## config.mk

```make
export PLATFORM = sky130hd
export DESIGN_NAME = uart_io
export DESIGN_NICKNAME = d
export VERILOG_FILES = /design/src/rtl/lib_uart.sv /design/src/rtl/uart_rx.sv /design/src/rtl/uart_io.sv
export SDC_FILE = /design/constraint.sdc
export NUM_CORES = 1
export LEC_CHECK = 0
export ABC_AREA = 1
export CORE_MARGIN = 3
export CORE_UTILIZATION = 35
export CTS_CLUSTER_DIAMETER = 50
export DETAILED_ROUTE_END_ITERATION = 7
export PLACE_DENSITY = 0.55
export SLEW_MARGIN = 20
export SYNTH_ARGS = -nofsm -noshare
export SYNTH_HDL_FRONTEND = slang
export SYNTH_SLANG_ARGS = --single-unit
```

## constraint.sdc

```tcl
create_clock -name clk -period 2.5 [get_ports clk]
set_input_delay 0.25 -clock clk [delete_from_list [all_inputs] [get_ports clk]]
set_output_delay 0.25 -clock clk [all_outputs]
set_load 0.01 [all_outputs]
```

## src/rtl/lib_uart.sv

```systemverilog
// Shared UART frame constants and the state encoding used by both the
// transmitter and the receiver.
package lib_uart;

    localparam int DATA_W = 8;  // data bits per frame
    localparam int IDX_W  = 3;  // width of the data-bit index

    typedef enum logic [1:0] {
        IDLE  = 2'd0,
        START = 2'd1,
        DATA  = 2'd2,
        STOP  = 2'd3
    } uart_state;

endpackage

```

## src/rtl/uart_rx.sv

```systemverilog
// 8N1 receiver: 2-flop synchronizer, mid-bit sampling FSM and the
// CPU-facing byte register with its ready flag.
//
// state | meaning
// IDLE  | line idle, waiting for a synchronized falling edge
// START | counting half a bit, then re-checking the start bit (glitch filter)
// DATA  | sampling 8 data bits, LSB first, one per bit period
// STOP  | sampling the stop bit; on framing error, waiting for the line to go high
module uart_rx
    import lib_uart::*;
#(
    parameter int CLKS_PER_BIT = 16
) (
    input  logic              clk,
    input  logic              reset,
    input  logic              rxd,
    input  logic              ack,
    output logic              irr,
    output logic [DATA_W-1:0] r_data
);

    localparam int CNT_W = $clog2(CLKS_PER_BIT);
    localparam logic [CNT_W-1:0] CNT_FULL = CNT_W'(CLKS_PER_BIT - 1);
    localparam logic [CNT_W-1:0] CNT_HALF = CNT_W'(CLKS_PER_BIT / 2 - 1);
    localparam logic [IDX_W-1:0] IDX_LAST = IDX_W'(DATA_W - 1);

    logic [1:0]        sync_q;
    logic              rx_prev;
    logic              rx_s;
    logic              fall;
    uart_state         state, state_n;
    logic [CNT_W-1:0]  cnt, cnt_n;
    logic [IDX_W-1:0]  idx, idx_n;
    logic [DATA_W-1:0] shreg, shreg_n;
    logic              ferr, ferr_n;
    logic              done;

    assign rx_s = sync_q[1];
    assign fall = rx_prev & ~rx_s;

    // Synchronizer plus one extra stage for falling-edge detection; all idle high.
    always_ff @(posedge clk or negedge reset) begin
        if (!reset) begin
            sync_q  <= 2'b11;
            rx_prev <= 1'b1;
        end else begin
            sync_q  <= {sync_q[0], rxd};
            rx_prev <= rx_s;
        end
    end

    // FSM state register; the down-counter reloads at each sample point.
    always_ff @(posedge clk or negedge reset) begin
        if (!reset) begin
            state <= IDLE;
            cnt   <= '0;
            idx   <= '0;
            shreg <= '0;
            ferr  <= 1'b0;
        end else begin
            state <= state_n;
            cnt   <= cnt_n;
            idx   <= idx_n;
            shreg <= shreg_n;
            ferr  <= ferr_n;
        end
    end

    // Next-state logic; a sample is taken when the down-counter hits zero.
    always_comb begin
        state_n = state;
        cnt_n   = cnt;
        idx_n   = idx;
        shreg_n = shreg;
        ferr_n  = ferr;
        done    = 1'b0;
        case (state)
            IDLE: begin
                if (fall) begin
                    state_n = START;
                    cnt_n   = CNT_HALF;
                end
            end
            START: begin
                if (cnt != '0) begin
                    cnt_n = cnt - 1'b1;
                end else if (rx_s) begin
                    state_n = IDLE;
                end else begin
                    state_n = DATA;
                    cnt_n   = CNT_FULL;
                    idx_n   = '0;
                end
            end
            DATA: begin
                if (cnt != '0) begin
                    cnt_n = cnt - 1'b1;
                end else begin
                    shreg_n = {rx_s, shreg[DATA_W-1:1]};
                    cnt_n   = CNT_FULL;
                    if (idx == IDX_LAST) begin
                        state_n = STOP;
                    end else begin
                        idx_n = idx + 1'b1;
                    end
                end
            end
            STOP: begin
                // After a bad stop bit, stay here until the line has been high once.
                if (ferr) begin
                    if (rx_s) begin
                        ferr_n  = 1'b0;
                        state_n = IDLE;
                    end
                end else if (cnt != '0) begin
                    cnt_n = cnt - 1'b1;
                end else if (rx_s) begin
                    done    = 1'b1;
                    state_n = IDLE;
                end else begin
                    ferr_n = 1'b1;
                end
            end
            default: state_n = IDLE;
        endcase
    end

    // CPU byte register; a completing byte wins over a simultaneous ack.
    always_ff @(posedge clk or negedge reset) begin
        if (!reset) begin
            r_data <= '0;
            irr    <= 1'b0;
        end else if (done) begin
            r_data <= shreg;
            irr    <= 1'b1;
        end else if (ack) begin
            irr <= 1'b0;
        end
    end

endmodule

```

## src/rtl/uart_io.sv

```systemverilog
// UART with CPU-side byte interface: inline 8N1 transmitter plus the
// uart_rx receiver. TX and RX share nothing but the clock and reset.
//
// state | meaning
// IDLE  | txd high, ready to accept w_req
// START | driving the start bit (0)
// DATA  | shifting out 8 data bits, LSB first
// STOP  | driving the stop bit (1)
module uart_io
    import lib_uart::*;
#(
    parameter int CLKS_PER_BIT = 16
) (
    input  logic              clk,
    input  logic              reset,
    input  logic              rxd,
    output logic              txd,
    output logic              irr,
    input  logic              ack,
    output logic [DATA_W-1:0] r_data,
    input  logic              w_req,
    input  logic [DATA_W-1:0] w_data,
    output logic              w_busy
);

    localparam int CNT_W = $clog2(CLKS_PER_BIT);
    localparam logic [CNT_W-1:0] CNT_FULL = CNT_W'(CLKS_PER_BIT - 1);
    localparam logic [IDX_W-1:0] IDX_LAST = IDX_W'(DATA_W - 1);

    uart_state         tx_state, tx_state_n;
    logic [CNT_W-1:0]  tx_cnt, tx_cnt_n;
    logic [IDX_W-1:0]  tx_idx, tx_idx_n;
    logic [DATA_W-1:0] tx_shreg, tx_shreg_n;
    logic              txd_n;

    // Busy for exactly the START..STOP span; IDLE is the only accepting state.
    assign w_busy = (tx_state != IDLE);

    // TX state register; txd is a flop so the line is glitch-free.
    always_ff @(posedge clk or negedge reset) begin
        if (!reset) begin
            tx_state <= IDLE;
            tx_cnt   <= '0;
            tx_idx   <= '0;
            tx_shreg <= '0;
            txd      <= 1'b1;
        end else begin
            tx_state <= tx_state_n;
            tx_cnt   <= tx_cnt_n;
            tx_idx   <= tx_idx_n;
            tx_shreg <= tx_shreg_n;
            txd      <= txd_n;
        end
    end

    // TX next-state logic; the next line level is set on each bit boundary.
    always_comb begin
        tx_state_n = tx_state;
        tx_cnt_n   = tx_cnt;
        tx_idx_n   = tx_idx;
        tx_shreg_n = tx_shreg;
        txd_n      = txd;
        case (tx_state)
            IDLE: begin
                txd_n = 1'b1;
                if (w_req) begin
                    tx_state_n = START;
                    tx_shreg_n = w_data;
                    tx_cnt_n   = CNT_FULL;
                    txd_n      = 1'b0;
                end
            end
            START: begin
                if (tx_cnt != '0) begin
                    tx_cnt_n = tx_cnt - 1'b1;
                end else begin
                    tx_state_n = DATA;
                    tx_cnt_n   = CNT_FULL;
                    tx_idx_n   = '0;
                    txd_n      = tx_shreg[0];
                end
            end
            DATA: begin
                if (tx_cnt != '0) begin
                    tx_cnt_n = tx_cnt - 1'b1;
                end else begin
                    tx_cnt_n = CNT_FULL;
                    if (tx_idx == IDX_LAST) begin
                        tx_state_n = STOP;
                        txd_n      = 1'b1;
                    end else begin
                        tx_idx_n   = tx_idx + 1'b1;
                        tx_shreg_n = {1'b0, tx_shreg[DATA_W-1:1]};
                        txd_n      = tx_shreg[1];
                    end
                end
            end
            STOP: begin
                if (tx_cnt != '0) begin
                    tx_cnt_n = tx_cnt - 1'b1;
                end else begin
                    tx_state_n = IDLE;
                end
            end
            default: tx_state_n = IDLE;
        endcase
    end

    uart_rx #(
        .CLKS_PER_BIT(CLKS_PER_BIT)
    ) u_rx (
        .clk    (clk),
        .reset  (reset),
        .rxd    (rxd),
        .ack    (ack),
        .irr    (irr),
        .r_data (r_data)
    );

endmodule

```

# --- Word-level counts from Yosys, hierarchy flattened ---
# Index checks and enable logic that the tools add are counted.
word_totals:
  out_inout_bits: 11
  n_memories: 0
  latchBits: 0
  word_cells: 119
  inputBits: 13
  mem_bits_rw: 0
  reg_bits: 48
  mem_bits_ro: 0
op_classes:
  bitwise_logic: 3
  magnitude_cmp: 0
  addsub: 4
  n_eq_ne: 25
  mul: 0
  n_mux: 53
  reduce_logical: 20
  n_shift: 0
  div_mod_pow: 0
ops:
  columns: ["cell", "n"]
  rows:
  - ["$mux W4", 9]
  - ["$mux W2", 13]
  - ["$mux W8", 3]
  - ["$ne A2 B2 Y1 const B", 12]
  - ["$mux W3", 7]
  - ["$pmux W2 S4", 2]
  - ["$pmux W4 S4", 1]
  - ["$pmux W8 S2", 1]
  - ["$reduce_and A5 Y1", 3]
  - ["$mux W1", 13]
  - ["$pmux W3 S2", 2]
  - ["$pmux W4 S3", 1]
  - ["$reduce_and A4 Y1", 3]
  - ["$reduce_bool A2 Y1", 5]
  - ["$eq A2 B2 Y1 const B", 4]
  - ["$reduce_bool A4 Y1", 2]
  - ["$sub A4 B1 Y4 const B", 2]
  - ["$add A3 B1 Y3 const B", 2]
  - ["$eq A3 B3 Y1 const B", 2]
  - ["$ne A2 B1 Y1 const B", 3]
  - ["$eq A2 B1 Y1 const B", 2]
  - ["$logic_not A2 Y1", 2]
  - ["$reduce_and A2 Y1", 2]
  - ["$ne A3 B2 Y1 const B", 1]
  - ["7 further kinds", 8]

# --- Longest topological paths before layout ---
# Gate-level depths: netlist of run 1.
depth:
  depth_word: 5
  ltp_mapped: 10
  ltp_nobuf: 10

# --- Modules after synthesis ---
# A second synthesis of run 1 with hierarchy kept.
hier_totals:
  cells_unflattened: 334
  area_unflattened_um2: 2688.8
by_module_without_submodules:
  columns: ["module", "area_each_um2", "cells_each", "instances", "seq_area_each_um2"]
  rows:
  - ["uart_rx", 1491.4, 166, 1, 754.5]
  - ["uart_io", 1197.4, 168, 1, 451.7]

# --- Worst setup path before layout of run 1 ---
# OpenSTA, ideal clock, no wires.
synth_timing:
  path_type: "reg2reg"
  start: "reg tx_state[0]"
  end: "reg tx_shreg[5]"
  slack_ns: 0.973
  setup_time_ns: 0.122
  path_buffers: 1
  t_required_ns: 2.378
  synth_period_minus_slack_ns: 1.527
  path_stages_with_launch: 11
  arrival_time_ns: 1.405
  cell_sequence: "dfrtp_1 > inv_1 > ha_1 > inv_2 > nor2_4 > inv_2 > o21ai_4 > nand2_4 > buf_6 > nand2_2 > o21ai_2"
synth_via:
  elab_chain_len: 3
  elab_cells_between_ends: 8
  cone_classes: "eq/ne: 4; mux: 1; reduce/logical: 3"
synth_rtl:
  columns: ["element", "line", "text"]
  rows:
  - ["from (decl)", "uart_io.sv:30", "uart_state tx_state, tx_state_n;"]
  - ["from (signal assigned)", "uart_io.sv:48", "tx_state <= tx_state_n;"]
  - ["$eq A2 B2 Y1 / $logic_not A2 Y1 (equally long branches)", "uart_io.sv:63", "case (tx_state)"]
  - ["$ne A2 B2 Y1 (no line) / $reduce_bool A2 Y1 (equally long branches)", null, null]
  - ["$reduce_and A4 Y1 (no line)", null, null]
  - ["to (signal assigned)", "uart_io.sv:51", "tx_shreg <= tx_shreg_n;"]
  - ["to (decl)", "uart_io.sv:33", "logic [DATA_W-1:0] tx_shreg, tx_shreg_n;"]
# Several ways; a longest one is shown, not always the timed one.
# A chain may end at the register's enable or synchronous reset.

# --- Worst setup path after layout of run 1 ---
layout_timing:
  start: "reg tx_state[0]"
  end: "out w_busy"
layout_via:
  elab_chain_len: 1
layout_rtl:
  columns: ["element", "line", "text"]
  rows:
  - ["$reduce_bool A2 Y1", "uart_io.sv:37", "assign w_busy = (tx_state != IDLE);"]
  - ["to (decl)", "uart_io.sv:23", "output logic w_busy"]
# Every way passes these cells.

==> summary.md, run 1 <==
| Metric | Value |
|---|---|
| Clock transition at path regs | 0.09 ns |
| Post-CTS Setup Inserts | 0 |
| RR Endpoint | tx_shreg[0] |
| Initial antenna violation count | 0 |
| R2r startpoint | tx_state[0] |
| Pleak | 1.458 nW |
| Synth-to-Final Area Change | 17.72% |
| Vias in the first global route | 1846 |
| I/O Buffers | 23 |
| Die Y | 91.92 um |
| Maximum vdd drop | 0.4725 mV |
| Clock Skews | 0.004078 ns |
| Least-Margin Pin Slew | 0.3730 ns |
| Final worst path period share | 0.7903 |
| Full die area | 8449 sq um |
| Synth Area per Inst | 9.098 sq um |
| Final Power | 3.281 mW |
| Relative slew margins | 0.7487 |
| Fmax | 506.1 MHz |
| Routed wire length | 4513 um |
| Commonest non-fill, non-tap cell in the layout | nand2_1 |
| Outcome | finished clean |
| Total core area | 6982 sq um |
| DP Area | 2910 sq um |
| Cell Pwr Density | 1079 nW/um^2 |
| Global-route wire length before repair | 8211 um |
| Post-CTS sizing | 0 |
| Clk_lat worst skew | 0.30 ns |
| Drt drc | 0 |
| Crit. End Element | primary output |
| Yosys cell types | 31 |
| Layout cells sized above 1 | 0.1587 |
| Area leader, netlist | dfrtp_1 |
| Yosys reg bits | 48 |
| Worst R2R Setup Slack | 0.85 ns |
| CTS tree | yes |
| Register area share after synthesis | 0.4668 |
| IO Pins | 24 |
| CP Data Arrival Time | 1.73 ns |
| DR vias/cell | 4.535 |
| Total negative slack | 0 ns |
| Worst setup path start | tx_state[0] |
| Ys async rst share | 1.000 |
| TritonCTS Buffers | 5 |
| Post-route ant nets | 0 |
| Startpoint types | register |
| CTS Hold Bufs | 1 |
| Avg WL per Cell | 10.98 um |
| Post-synth EDFFs | 0 |
| Syn nets | 314 |
| Top-area cell type share of the netlist area | 0.4262 |
| Most frequent cells in the layout | nand2_1, dfrtp_1, inv_1 |
| Area contributors post-synth | dfrtp_1, nand2_1, ha_1, o21ai_2, inv_1 |
| FF-to-FF path depth | 7 |
| RSZ-0062 raised after global routing | no |
| Critical path data required time | 2.25 ns |
| CTS root buf | clkbuf_8 |
| Synth warn | 0 |
| Hold Vio Cnt, Final | 0 |
| DP HPWL | 3252 um |
| All-Layer GR Usage | 0.1182 |
| Placer Congestion | 0.8256 |
| Kind of critical path | reg2out |
| Ant diodes | 0 |
| Largest net degree at the start of global routing | 25 |
| Final min period | 1.976 ns |
| Most used flip-flop cell after synthesis | dfrtp_1 |
| # setup viols final | 0 |
| Maximum buffer depth of the clock tree | 2 |
| Die X | 91.92 um |
| Area of the multi-input gates | 1186 sq um |
| Worst hold margin | 0.3032 ns |
| Max Cap Viol | 0 |
| Reg area | 1206 sq um |
| Mapped Area | 2584 sq um |
| GRT Residual Overflow | 0 |
| Site row count | 30 |
| DR iter-0 viols | 112 |
| Crit path max fanout | 5 |
| Hold Path Class | in2async |
| Clk sinks | 48 |
| Via count | 1864 |
| Initial Util | 0.3701 |
| Final Cell Area | 3042 sq um |
| Final Max Tran Viols | 0 |
| Fin nets | 344 |
| # fillers | 721 |
| CTS HTree Levels | 2 |
| Cells after Synth | 284 |
| First-pass DRT Iterations | 4 |
-- flip-flops by register name (all words and copies together), names as in the netlist, named ones only --
name and count:
tx_state 2, txd 1, tx_cnt 4, u_rx.r_data 8, tx_idx 3, u_rx.cnt 4, u_rx.ferr 1, u_rx.sync_q 2
u_rx.rx_prev 1, u_rx.state 1, u_rx.shreg 8, u_rx.irr 1, tx_shreg 8, u_rx.idx 3
-- synth_stat cells, types with 4 or more instances --
master	number
a21oi_1	8
dfrtp_1	44
dfstp_2	4
ha_1	17
inv_1	35
inv_2	5
mux2i_1	6
nand2_1	71
nand3_1	12
nand4_1	5
nor2_1	12
o21ai_0	20
o21ai_1	5
o21ai_2	16
-- cell families (layout without fill, tap and decap cells) --
logic type | Yosys count | after routing | synth area share
AOI/OAI and AO/OA | 56 | 56 | 0.1467
xor gates and xnor gates | 1 | 1 | 0.003390
adders and majority gates | 17 | 17 | 0.08232
buffers and inverters | 44 | 75 | 0.07409
DFF | 48 | 48 | 0.4668
muxes | 6 | 6 | 0.02325
and+or+nand+nor | 112 | 112 | 0.2034
-- critical path: stages (launching register included) --
cell             delay (ns)
dfrtp_1                0.43
inv_1                  0.10
ha_1                   0.23
inv_1                  0.11
clkdlybuf4s50_1        0.55
-- cell type report --
| class | count | area share |
|---|---|---|
| well taps | 96 | 0.03949 |
| flip-flops and latches | 48 | 0.3965 |
| repair buffers | 27 | 0.08474 |
| inverters | 40 | 0.04936 |
| multi-input cells | 192 | 0.3900 |
| clock buffers | 6 | 0.02715 |
| clock inverters | 2 | 0.01275 |
-- worst max-delay path by stage --
stage,end,slack [ns],depth (start not counted)
after floorplan,tx_shreg[5],0.97,10
after detailed placement,w_busy,0.86,4
after global placement,w_busy,0.88,4
after CTS,w_busy,0.52,4
after global routing,w_busy,0.44,4
final,w_busy,0.52,4
-- through the flow --
stage | instances | setup WS, ns | util
final | 411 | 0.5242 | 0.4357
after global routing | 411 | 0.4442 | 0.4357
after CTS | 411 | 0.5167 | 0.4357
after detailed placement | 402 | 0.8631 | 0.4168
after global placement | 402 | 0.8752 | 0.4168
after floorplan | 284 | 0.9731 | -
-- power by group --
group	internal, mW	total [mW]	switching, mW
clock network	0.327	0.595	0.268
registers	0.990	1.15	0.156
logic	0.594	1.54	0.946
-- per-layer routing --
layer  global-route usage  part of all wire
met1               0.1713              0.54
met2               0.1679              0.42
met3              0.02625             0.027
met4              0.05198             0.017
met5                    0                 0
No activity file was read; power rests on OpenSTA's default activity.
==> inputs of run 2 (changes only) <==
==> constraint.sdc (replaced) <==
create_clock -name clk -period 1.87 [get_ports clk]
set_input_delay 0.187 -clock clk [delete_from_list [all_inputs] [get_ports clk]]
set_output_delay 0.187 -clock clk [all_outputs]
set_load 0.01 [all_outputs]
==> run 2 against run 1 <==
Sequential power rose by 32%; setup slack lost 0.31 ns; global-route usage up 0.13 points; largest power group unchanged; highest routed layer unchanged.
==> summary.md, run 2 (synthesis results as in run 1) <==
| Metric | Value |
|---|---|
| Outcome | finished clean (unchanged) |
| Die X | 91.92 um (unchanged) |
| Clock Skews | 0.006360 ns (was 0.004078 ns) |
| R2r startpoint | tx_state[1] (was tx_state[0]) |
| IO Pins | 24 (unchanged) |
| Drt drc | 0 (unchanged) |
| Final min period | 1.657 ns |
| Die Y | 91.92 um (unchanged) |
| I/O Buffers | 23 (unchanged) |
| Biggest regs | tx_shreg (8), u_rx.r_data (8), u_rx.shreg (8) (unchanged) |
| Clock transition at path regs | 0.09 ns (about the same) |
| Ant diodes | 0 (unchanged) |
| DP HPWL | 3318 um (was 3252 um) |
| Hold endpoint | u_rx.sync_q[0] |
| Total core area | 6982 sq um (unchanged) |
| Hold Vio Cnt, Final | 0 (unchanged) |
| FF-to-FF path depth | 7 (unchanged) |
| Hold Startpoint | rxd |
| DR iter-0 viols | 82 (was 112) |
| Least-Margin Pin Slew | 0.5588 ns (was 0.3730 ns) |
| Worst R2R Setup Slack | 0.21 ns (was 0.85 ns) |
| Placer Congestion | 0.7664 (was 0.8256) |
| DR vias/cell | 4.585 (was 4.535) |
| Initial Util | 0.3701 (unchanged) |
| RSZ-0062 raised after global routing | no (unchanged) |
| Final worst slack | 0.2133 ns (was 0.5242 ns) |
| Initial antenna violation count | 0 (unchanged) |
| Commonest non-fill, non-tap cell in the layout | nand2_1 (unchanged) |
| RR Endpoint | tx_shreg[4] (was tx_shreg[0]) |
| Largest net degree at the start of global routing | 27 (was 25) |
| Global-route wire length before repair | 8362 um (was 8211 um) |
| Post-Place Cells | 403 (was 402) |
| CTS tree | yes (unchanged) |
| All-Layer GR Usage | 0.1195 (was 0.1182) |
| Fmax | 603.6 MHz |
| Total negative slack | 0 ns (unchanged) |
| Site row count | 30 (unchanged) |
| Crit. End Element | register (was primary output) |
| Synth-to-Final Area Change | 18.93% (was 17.72%) |
| Critical path data required time | 2.06 ns (was 2.25 ns) |
| CP Data Arrival Time | 1.85 ns (was 1.73 ns) |
| First-pass DRT Iterations | 4 (unchanged) |
| Final Power | 4.457 mW (was 3.281 mW) |
| Clk sinks | 48 (unchanged) |
| Maximum vdd drop | 0.5596 mV (was 0.4725 mV) |
| Max Cap Viol | 0 (unchanged) |
| Via count | 1898 (was 1864) |
| Pleak | 1.478 nW (was 1.458 nW) |
| Avg WL per Cell | 11.13 um (was 10.98 um) |
| Startpoint types | register (unchanged) |
| Crit path max fanout | 16 (was 5) |
| Final Non-Filler Cells | 414 (was 411) |
| Kind of critical path | reg2reg (was reg2out) |
| TritonCTS Buffers | 5 (unchanged) |
| GR Layer Usage met2 | 0.1837 (was 0.1679) |
| Met1 layer usage reported by global route | 0.1678 (was 0.1713) |
| Grt met3 use | 0.01887 (was 0.02625) |
| Post-route ant nets | 0 (unchanged) |
| # setup viols final | 0 (unchanged) |
| GRT Residual Overflow | 0 (unchanged) |
| Maximum buffer depth of the clock tree | 2 (unchanged) |
| Routed wire length | 4609 um (was 4513 um) |
| Final Max Tran Viols | 0 (unchanged) |
| CTS root buf | clkbuf_8 (unchanged) |
| Clk_lat worst skew | 0.30 ns (about the same) |
| Vias in the first global route | 1879 (was 1846) |
| Setup slack at placement | 0.1776 ns (was 0.8631 ns) |
| Busiest layer in global routing | met2 (was met1) |
| Most frequent cells in the layout | nand2_1, dfrtp_1, inv_1 (unchanged) |
| Layout cells sized above 1 | 0.1667 (was 0.1587) |
| CTS HTree Levels | 2 (unchanged) |
| Relative slew margins | 0.6275 (was 0.7487) |
| Fin nets | 347 (was 344) |
| Full die area | 8449 sq um (unchanged) |
| Hold Crit Depth | 1 |
| Cell Pwr Density | 1450 nW/um^2 (was 1079 nW/um^2) |
| Hold Path Class | in2reg (was in2async) |
| Final worst path period share | 0.8860 |
run 2: cell types whose count changed in the layout (fill, tap and decap cells not counted), sizes merged:
cell / change
buf: +3
clkbuf: -1
clkdlybuf4s50: -1
clkinv: -1
clkinvlp: +1
dlymetal6s2s: +1
inv: +1
run 2: layer usage:
metal | up-vias | routed length [um]
met2 | 25 | 2014
li1 | 980 | -
met3 | 5 | 108
met1 | 888 | 2414
met4 | 0 | 73
met5 | - | 0
run 2: metrics by stage:
step	utilization	hold WS (ns)	instance area, sq um
finish	0.4401	0.2822	3073
global route	0.4401	0.2887	3073
CTS	0.4398	0.2728	3070
detailed placement	0.4197	0.2156	2930
global placement	0.4197	0.2130	2930
floorplan	-	-0.1086	2584
run 2: where the power goes:
group          internal [mW]  switching (mW)
clock network          0.403           0.375
logic                  0.851            1.30
registers               1.32           0.199
total                   2.58            1.88
run 2: how the worst max path moves through the flow:
stage,start,end,slack (ns),depth (start not counted)
floorplan,tx_state[0],tx_shreg[5],0.34,10
finish,tx_state[1],tx_shreg[4],0.21,7
global route,tx_state[1],tx_shreg[3],0.13,7
detailed placement,tx_state[0],tx_shreg[7],0.18,9
global placement,tx_state[0],tx_shreg[0],0.24,9
CTS,tx_state[0],w_busy,0.04,4
run 2: timing repair:
action	CTS	global route
setup buffers	2	0
endpoints found under the hold margin	20	0
setup endpoints to repair	1	1
gates resized for setup	0	1
hold buffers	1	0
run 2: worst max-delay path, stage by stage, from the launching register on:
cell and delay, ns:
dfrtp_1 0.38, buf_4 0.15, ha_1 0.28, buf_4 0.23
o21ai_4 0.17, nand2_4 0.16, nand2_1 0.12, o21ai_2 0.05
run 2: layout make-up:
cell class / count / area [sq um]
inverter: 40 / 150.1
clock buffer: 5 / 68.82
multi-input combinational: 192 / 1186
clock inverter: 3 / 46.29
tap: 96 / 120.1
timing repair buffer: 30 / 295.3
sequential: 48 / 1206
fill: 705 / 3909
